$ cat src/rtl/mult_accum_pkg.sv
// Shared types and constant helpers for the mult_accum_pipe multiply-add-accumulate block.
package mult_accum_pkg;

    localparam int SAT_W = 256;

    typedef logic [SAT_W-1:0] sat_word_t;

    // One valid flag per pipeline stage; s4 is the registered out_valid.
    typedef struct packed {
        logic s4;
        logic s3;
        logic s2;
        logic s1;
    } stage_vld_t;

    function automatic int prod_width(input int wa, input int wb);
        return wa + wb + 2;
    endfunction

    function automatic sat_word_t sat_max(input int w);
        sat_word_t v;
        v = '0;
        for (int i = 0; i < w - 1; i++) begin
            v[i] = 1'b1;
        end
        return v;
    endfunction

    function automatic sat_word_t sat_min(input int w);
        sat_word_t v;
        v = '0;
        v[w-1] = 1'b1;
        return v;
    endfunction

endpackage

$ cat src/rtl/mult_accum_lane.sv
// One multiplier lane: operand sign extension, S1 operand register, S2 exact product register.
module mult_accum_lane
    import mult_accum_pkg::*;
#(
    parameter int WA = 18,
    parameter int WB = 18,
    parameter int PW = prod_width(WA, WB)
) (
    input  logic                 clk_i,
    input  logic                 rst_n_i,
    input  logic                 en_i,
    input  logic [WA-1:0]        a_i,
    input  logic [WB-1:0]        b_i,
    input  logic                 signa_i,
    input  logic                 signb_i,
    output logic signed [PW-1:0] prod_o
);

    logic signed [WA:0]   a_q, a_d;
    logic signed [WB:0]   b_q, b_d;
    logic signed [PW-1:0] p_q, p_d;

    // The extra bit makes unsigned operands non-negative in a signed multiply.
    always_comb begin
        a_d = {signa_i & a_i[WA-1], a_i};
        b_d = {signb_i & b_i[WB-1], b_i};
        p_d = PW'(a_q) * PW'(b_q);
    end

    always_ff @(posedge clk_i) begin
        if (!rst_n_i) begin
            a_q <= '0;
            b_q <= '0;
            p_q <= '0;
        end else if (en_i) begin
            a_q <= a_d;
            b_q <= b_d;
            p_q <= p_d;
        end
    end

    assign prod_o = p_q;

endmodule

$ cat src/rtl/mult_accum_pipe.sv
// Four-stage pipelined multiply, pairwise add/sub, sum and optional accumulate.
// Define MULT_ACCUM_SATURATE_EN to clamp an overflowing accumulate instead of wrapping.
module mult_accum_pipe
    import mult_accum_pkg::*;
#(
    parameter int NUM_MULT     = 2,
    parameter int WIDTH_A      = 18,
    parameter int WIDTH_B      = 18,
    parameter int WIDTH_RESULT = 44,
    parameter int ACCUM_MODE   = 0
) (
    input  logic                         clock0,
    input  logic                         sclr0_n,
    input  logic                         ena0,
    input  logic                         in_valid,
    input  logic [WIDTH_A*NUM_MULT-1:0]  dataa,
    input  logic [WIDTH_B*NUM_MULT-1:0]  datab,
    input  logic                         signa,
    input  logic                         signb,
    input  logic                         addnsub1,
    input  logic                         addnsub3,
    input  logic                         accum_sload,
    output logic [WIDTH_RESULT-1:0]      result,
    output logic                         out_valid,
    output logic                         overflow
);

    localparam int PW  = prod_width(WIDTH_A, WIDTH_B);
    localparam int MSB = WIDTH_RESULT - 1;

`ifdef MULT_ACCUM_SATURATE_EN
    localparam sat_word_t              SAT_MAX_W = sat_max(WIDTH_RESULT);
    localparam sat_word_t              SAT_MIN_W = sat_min(WIDTH_RESULT);
    localparam logic [WIDTH_RESULT-1:0] SAT_MAX_R = SAT_MAX_W[WIDTH_RESULT-1:0];
    localparam logic [WIDTH_RESULT-1:0] SAT_MIN_R = SAT_MIN_W[WIDTH_RESULT-1:0];
`endif

    logic signed [PW-1:0] prod [4];

    for (genvar g = 0; g < 4; g++) begin : g_lane
        if (g < NUM_MULT) begin : g_used
            mult_accum_lane #(
                .WA (WIDTH_A),
                .WB (WIDTH_B),
                .PW (PW)
            ) u_lane (
                .clk_i   (clock0),
                .rst_n_i (sclr0_n),
                .en_i    (ena0),
                .a_i     (dataa[g*WIDTH_A +: WIDTH_A]),
                .b_i     (datab[g*WIDTH_B +: WIDTH_B]),
                .signa_i (signa),
                .signb_i (signb),
                .prod_o  (prod[g])
            );
        end else begin : g_absent
            assign prod[g] = '0;
        end
    end

    // Control pipe bits: {sload, addnsub3, addnsub1}.
    stage_vld_t              vld_q, vld_d;
    logic [2:0]              s1_ctl_q, s2_ctl_q;
    logic                    s3_sload_q;
    logic [WIDTH_RESULT-1:0] s01_q, s01_d, s23_q, s23_d;
    logic [WIDTH_RESULT-1:0] acc_q, acc_d;
    logic                    ovf_q, ovf_d;

    logic signed [WIDTH_RESULT-1:0] px [4];
    logic [WIDTH_RESULT-1:0]        total_r;
    logic [WIDTH_RESULT-1:0]        sum_r;
    logic                           add_ovf;

    // WIDTH_RESULT >= PW, so widening here is exact; the sums then wrap mod 2^WIDTH_RESULT,
    // which equals computing wide and keeping the LSBs.
    always_comb begin
        vld_d.s1 = in_valid;
        vld_d.s2 = vld_q.s1;
        vld_d.s3 = vld_q.s2;
        vld_d.s4 = vld_q.s3;

        for (int i = 0; i < 4; i++) begin
            px[i] = WIDTH_RESULT'(prod[i]);
        end
        s01_d = s2_ctl_q[0] ? px[0] + px[1] : px[0] - px[1];
        s23_d = s2_ctl_q[1] ? px[2] + px[3] : px[2] - px[3];

        total_r = s01_q + s23_q;
        sum_r   = acc_q + total_r;
        add_ovf = (acc_q[MSB] == total_r[MSB]) && (sum_r[MSB] != acc_q[MSB]);

        acc_d = acc_q;
        ovf_d = ovf_q;
        if (vld_q.s3) begin
            if (ACCUM_MODE == 0 || s3_sload_q) begin
                acc_d = total_r;
                ovf_d = 1'b0;
            end else begin
                acc_d = sum_r;
                ovf_d = add_ovf;
`ifdef MULT_ACCUM_SATURATE_EN
                if (add_ovf) begin
                    acc_d = acc_q[MSB] ? SAT_MIN_R : SAT_MAX_R;
                end
`endif
            end
        end
    end

    always_ff @(posedge clock0) begin
        if (!sclr0_n) begin
            vld_q      <= '0;
            s1_ctl_q   <= '0;
            s2_ctl_q   <= '0;
            s3_sload_q <= 1'b0;
            s01_q      <= '0;
            s23_q      <= '0;
            acc_q      <= '0;
            ovf_q      <= 1'b0;
        end else if (ena0) begin
            vld_q      <= vld_d;
            s1_ctl_q   <= {accum_sload, addnsub3, addnsub1};
            s2_ctl_q   <= s1_ctl_q;
            s3_sload_q <= s2_ctl_q[2];
            s01_q      <= s01_d;
            s23_q      <= s23_d;
            acc_q      <= acc_d;
            ovf_q      <= ovf_d;
        end
    end

    // The result register doubles as the accumulator.
    assign result    = acc_q;
    assign out_valid = vld_q.s4;
    assign overflow  = ovf_q;

endmodule

$ cat config.mk
export PLATFORM = sky130hd
export DESIGN_NAME = mult_accum_pipe
export DESIGN_NICKNAME = d
export VERILOG_FILES = /design/src/rtl/mult_accum_pkg.sv /design/src/rtl/mult_accum_lane.sv /design/src/rtl/mult_accum_pipe.sv
export SDC_FILE = /design/constraint.sdc
export NUM_CORES = 2
export LEC_CHECK = 0
export ABC_CLOCK_PERIOD_IN_PS = 16800
export CORE_MARGIN = 3
export CORE_UTILIZATION = 54
export CTS_BUF_LIST = sky130_fd_sc_hd__clkbuf_8
export DETAILED_ROUTE_END_ITERATION = 10
export HOLD_SLACK_MARGIN = 0.15
export PLACE_DENSITY = 0.72
export SLEW_MARGIN = 20
export SYNTH_ARGS = -nofsm -noshare
export SYNTH_HDL_FRONTEND = slang
export SYNTH_SLANG_ARGS = --single-unit
$ cat constraint.sdc
create_clock -name clock0 -period 16.8 [get_ports clock0]
set_clock_uncertainty 0.05 [all_clocks]
set_input_delay 1.68 -clock clock0 [delete_from_list [all_inputs] [get_ports clock0]]
set_output_delay 1.68 -clock clock0 [all_outputs]
set_load 0.01 [all_outputs]
==> reports/metrics.csv <==
metric;value;unit
full die area;73300;um^2
clock power share;23.0;%
Yosys top cell by area;fa_1;
Worst R2R Setup Slack;9.09;ns
Critical Path End Type;register;
first-iteration detailed-routing DRC count;1612;
GRT overflow;0;
Net Switching;1190;uW
mapped cell area;37900;um^2
status;finished clean;
top-area cell type share of the netlist area;39.1;%
flip-flop and latch count after synthesis;236;
cts repair resizes;0;
highest routed layer;met5;
# DRC;0;
RR Endpoint;g_lane[1].g_used.u_lane.prod_o[37]$_SDFFE_PN0P_;
sequential share of the synthesized area;12.5;%
sw frac;43.3;%
final instance area;40500;um^2
Die Y;271;um
Starting Density;54.8;%
Slew @ Worst Pin;0.988;ns
final hold viol count;0;
Num Clock Sinks;236;
H-tree depth;2;
Total Wirelength;87800;um
Synth Area per Inst;9.14;um^2
gr usage total;24.9;%
NumNets Final;5180;
WP data required;17.24;ns
vias in the first global route;28900;
Synth Instances;4140;
Final Hold Slack;0.403;ns
sequential power share;27.2;%
via count;27300;
Crit Path Category;register to register;
dpl cell area;39500;um^2
Slew headroom;34.0;%
Die X;271;um
Core Box Area;69100;um^2
io pins;127;
Slew Limit Fails;0;
Post-synth EDFFs;0;
FILL cells;6093;
commonest non-fill, non-tap cell in the layout;inv_1;
hold buffer count at cts;0;
Setup crit end;g_lane[1].g_used.u_lane.prod_o[37]$_SDFFE_PN0P_;
crit path launch;g_lane[1].g_used.u_lane.b_q[1]$_SDFFE_PN0P_;
CP Launch Type;register;
Final Core Density;58.6;%
Reg clk slew, reported paths;0.06;ns
footprint of the multi-input gates;29500;um^2
Rows;96;
pin count of the biggest net entering global routing;68;
layout cells sized above 1;2.57;%
first-pass GRT wire length;148000;um
Post-CTS Setup Bufs;0;
PortBufs;123;
min Tclk post-route;7.71;ns
critical path peak fanout;20;
Max Cap Violations;0;
highest-count cells in the layout ignoring fill and taps;742 x inv_1, 739 x fa_1, 460 x nand2_1;
Synthesized Nets;5225;
Synth cell types;71;
average wire per standard cell;17.4;um
Peak VDD IR;0.0000617;V
fmax;0.130;GHz
met1 WL;38000;um
total CTS buffers;44;
Tcrit/Tclk final;45.9;%
drt first pass iters;6;
Power Internal;1560;uW
Synth warnings;0;
Synth area leaders;fa_1 39%, dfxtp_1 12%, ha_1 8.8%;
Synth async-reset ratio;0;%
Synth Flop Type;dfxtp_1;
dpl hpwl;69500;um
final setup vio count;0;
RR Startpoint;g_lane[1].g_used.u_lane.b_q[1]$_SDFFE_PN0P_;
Worst EP arrival;8.15;ns
Placer Congestion;0.874;
initial antenna violation count;1;
antenna-violating nets left;0;
area grow syn2layout;6.88;%
unrepaired setup endpoints after global routing;false;
worst r2r path cells;22;
clock buffer depth;3;
Via density;5.40;
part of the power in combinational logic;49.8;%
Setup TNS;0;ns
worst min path class;register to register;
met2 WL;42100;um
PwrDens;68.0;nW/um^2
register area;4720;um^2
clock latency on the worst-skew pair;0.63;ns
root buf cell;clkbuf_8;
CTS tree;built;
Ant. Diodes;0;
met3 WL;4980;um
leakage power;0.0207;uW
==> registers in the layout, indices dropped and copies added (netlist names) <==
signal / cells
vld_d: 3
s01_q: 39
g_lane.g_used.u_lane.a_q: 38
g_lane.g_used.u_lane.b_q: 38
g_lane.g_used.u_lane.prod_o: 76
s2_ctl_q: 1
out_valid: 1
result: 39
s1_ctl_q: 1
==> power groups by stage <==
stage	Clock (uW)	Sequential [uW]	Combinational [uW]
6_report	632	749	1370
5_1_grt	670	760	1540
4_1_cts	648	746	1370
3_5_place_dp	0	758	1350
3_3_place_gp	0	757	1330
2_1_floorplan	0	675	1050
==> metrics by stage <==
step	power (uW)	setup slack (ns)	instances
floorplan	1730	9.94	4140
global placement	2090	9.21	4980
detailed placement	2110	9.09	4980
CTS	2760	9.11	5059
global route	2970	8.66	5059
finish	2750	9.09	5059
==> worst max-delay path: stages (launching register included) <==
cell       delay [ns]
dfxtp_1          0.89
nand2_1          0.30
fa_1             0.72
inv_1            0.14
fa_1             0.49
inv_1            0.05
fa_1             0.49
inv_1            0.05
fa_1             0.48
fa_1             0.57
fa_1             0.45
ha_1             0.30
ha_1             0.35
nand4_1          0.14
nor2_1           0.06
a2111oi_0        0.51
o21ai_0          0.14
o21ba_2          0.31
a31oi_1          0.13
a221o_1          0.37
a311o_1          0.34
xnor2_1          0.18
a21oi_1          0.08
==> worst min path at each step <==
stage	start	to	slack (ns)	depth (start not counted)
finish	s01_q[33]$_SDFFE_PN0P_	result[33]$_SDFFE_PN0P_	0.40	2
global route	s01_q[33]$_SDFFE_PN0P_	result[33]$_SDFFE_PN0P_	0.44	2
CTS	s01_q[33]$_SDFFE_PN0P_	result[33]$_SDFFE_PN0P_	0.39	2
detailed placement	s01_q[27]$_SDFFE_PN0P_	s01_q[27]$_SDFFE_PN0P_	0.40	2
global placement	s01_q[42]$_SDFFE_PN0P_	s01_q[42]$_SDFFE_PN0P_	0.39	2
floorplan	s01_q[18]$_SDFFE_PN0P_	s01_q[18]$_SDFFE_PN0P_	0.37	2
==> layout make-up <==
cell class	instances	area share [%]
multi-input cells	2943	72.9
well taps	931	2.88
clock inverters	24	0.516
repair buffers	140	3.36
flip-flops and latches	236	11.7
inverters	730	6.78
clock buffers	55	1.87
==> cell usage after synthesis, types with 4 or more instances <==
cell type / instances
a31oi_1: 22
o21a_1: 18
and2_1: 396
a211oi_1: 11
o21bai_1: 16
nand2_1: 460
clkbuf_1: 207
buf_1: 16
inv_1: 730
a21oi_1: 112
nor2_1: 211
or3_1: 11
and3_1: 12
xor2_1: 61
a31o_2: 6
dfxtp_1: 236
o211a_1: 4
a21boi_0: 44
nor2b_1: 63
o21ai_0: 70
nand4_1: 12
a311o_1: 5
o31ai_1: 8
o211ai_1: 4
buf_4: 6
nor4_1: 8
mux2i_1: 125
xnor2_1: 81
a2111oi_0: 4
ha_1: 265
nand2b_1: 21
nor3_1: 26
a21o_1: 51
a41oi_1: 4
nand3_1: 22
fa_1: 739
==> metal layers <==
metal | vias up | track usage (%)
met1 | 13900 | 34.2
met2 | 736 | 41.1
met4 | 2 | 7.42
li1 | 12500 | -
met5 | - | 0
met3 | 156 | 3.76
==> logic make-up (layout without fill, tap and decap cells) <==
family	Yosys count	in the layout	synth area share, %
XOR/XNOR	142	142	3.29
flip-flops	236	236	12.5
AO/OA/AOI/OAI	413	413	7.21
buffers and inverters	961	949	9.59
AND/OR/NAND/NOR	1256	1256	16.2
multiplexers	127	127	3.36
other	1	1	0.00991
adder cells (fa/ha/maj)	1004	1004	47.8
Power figures use the tool's default switching activity.
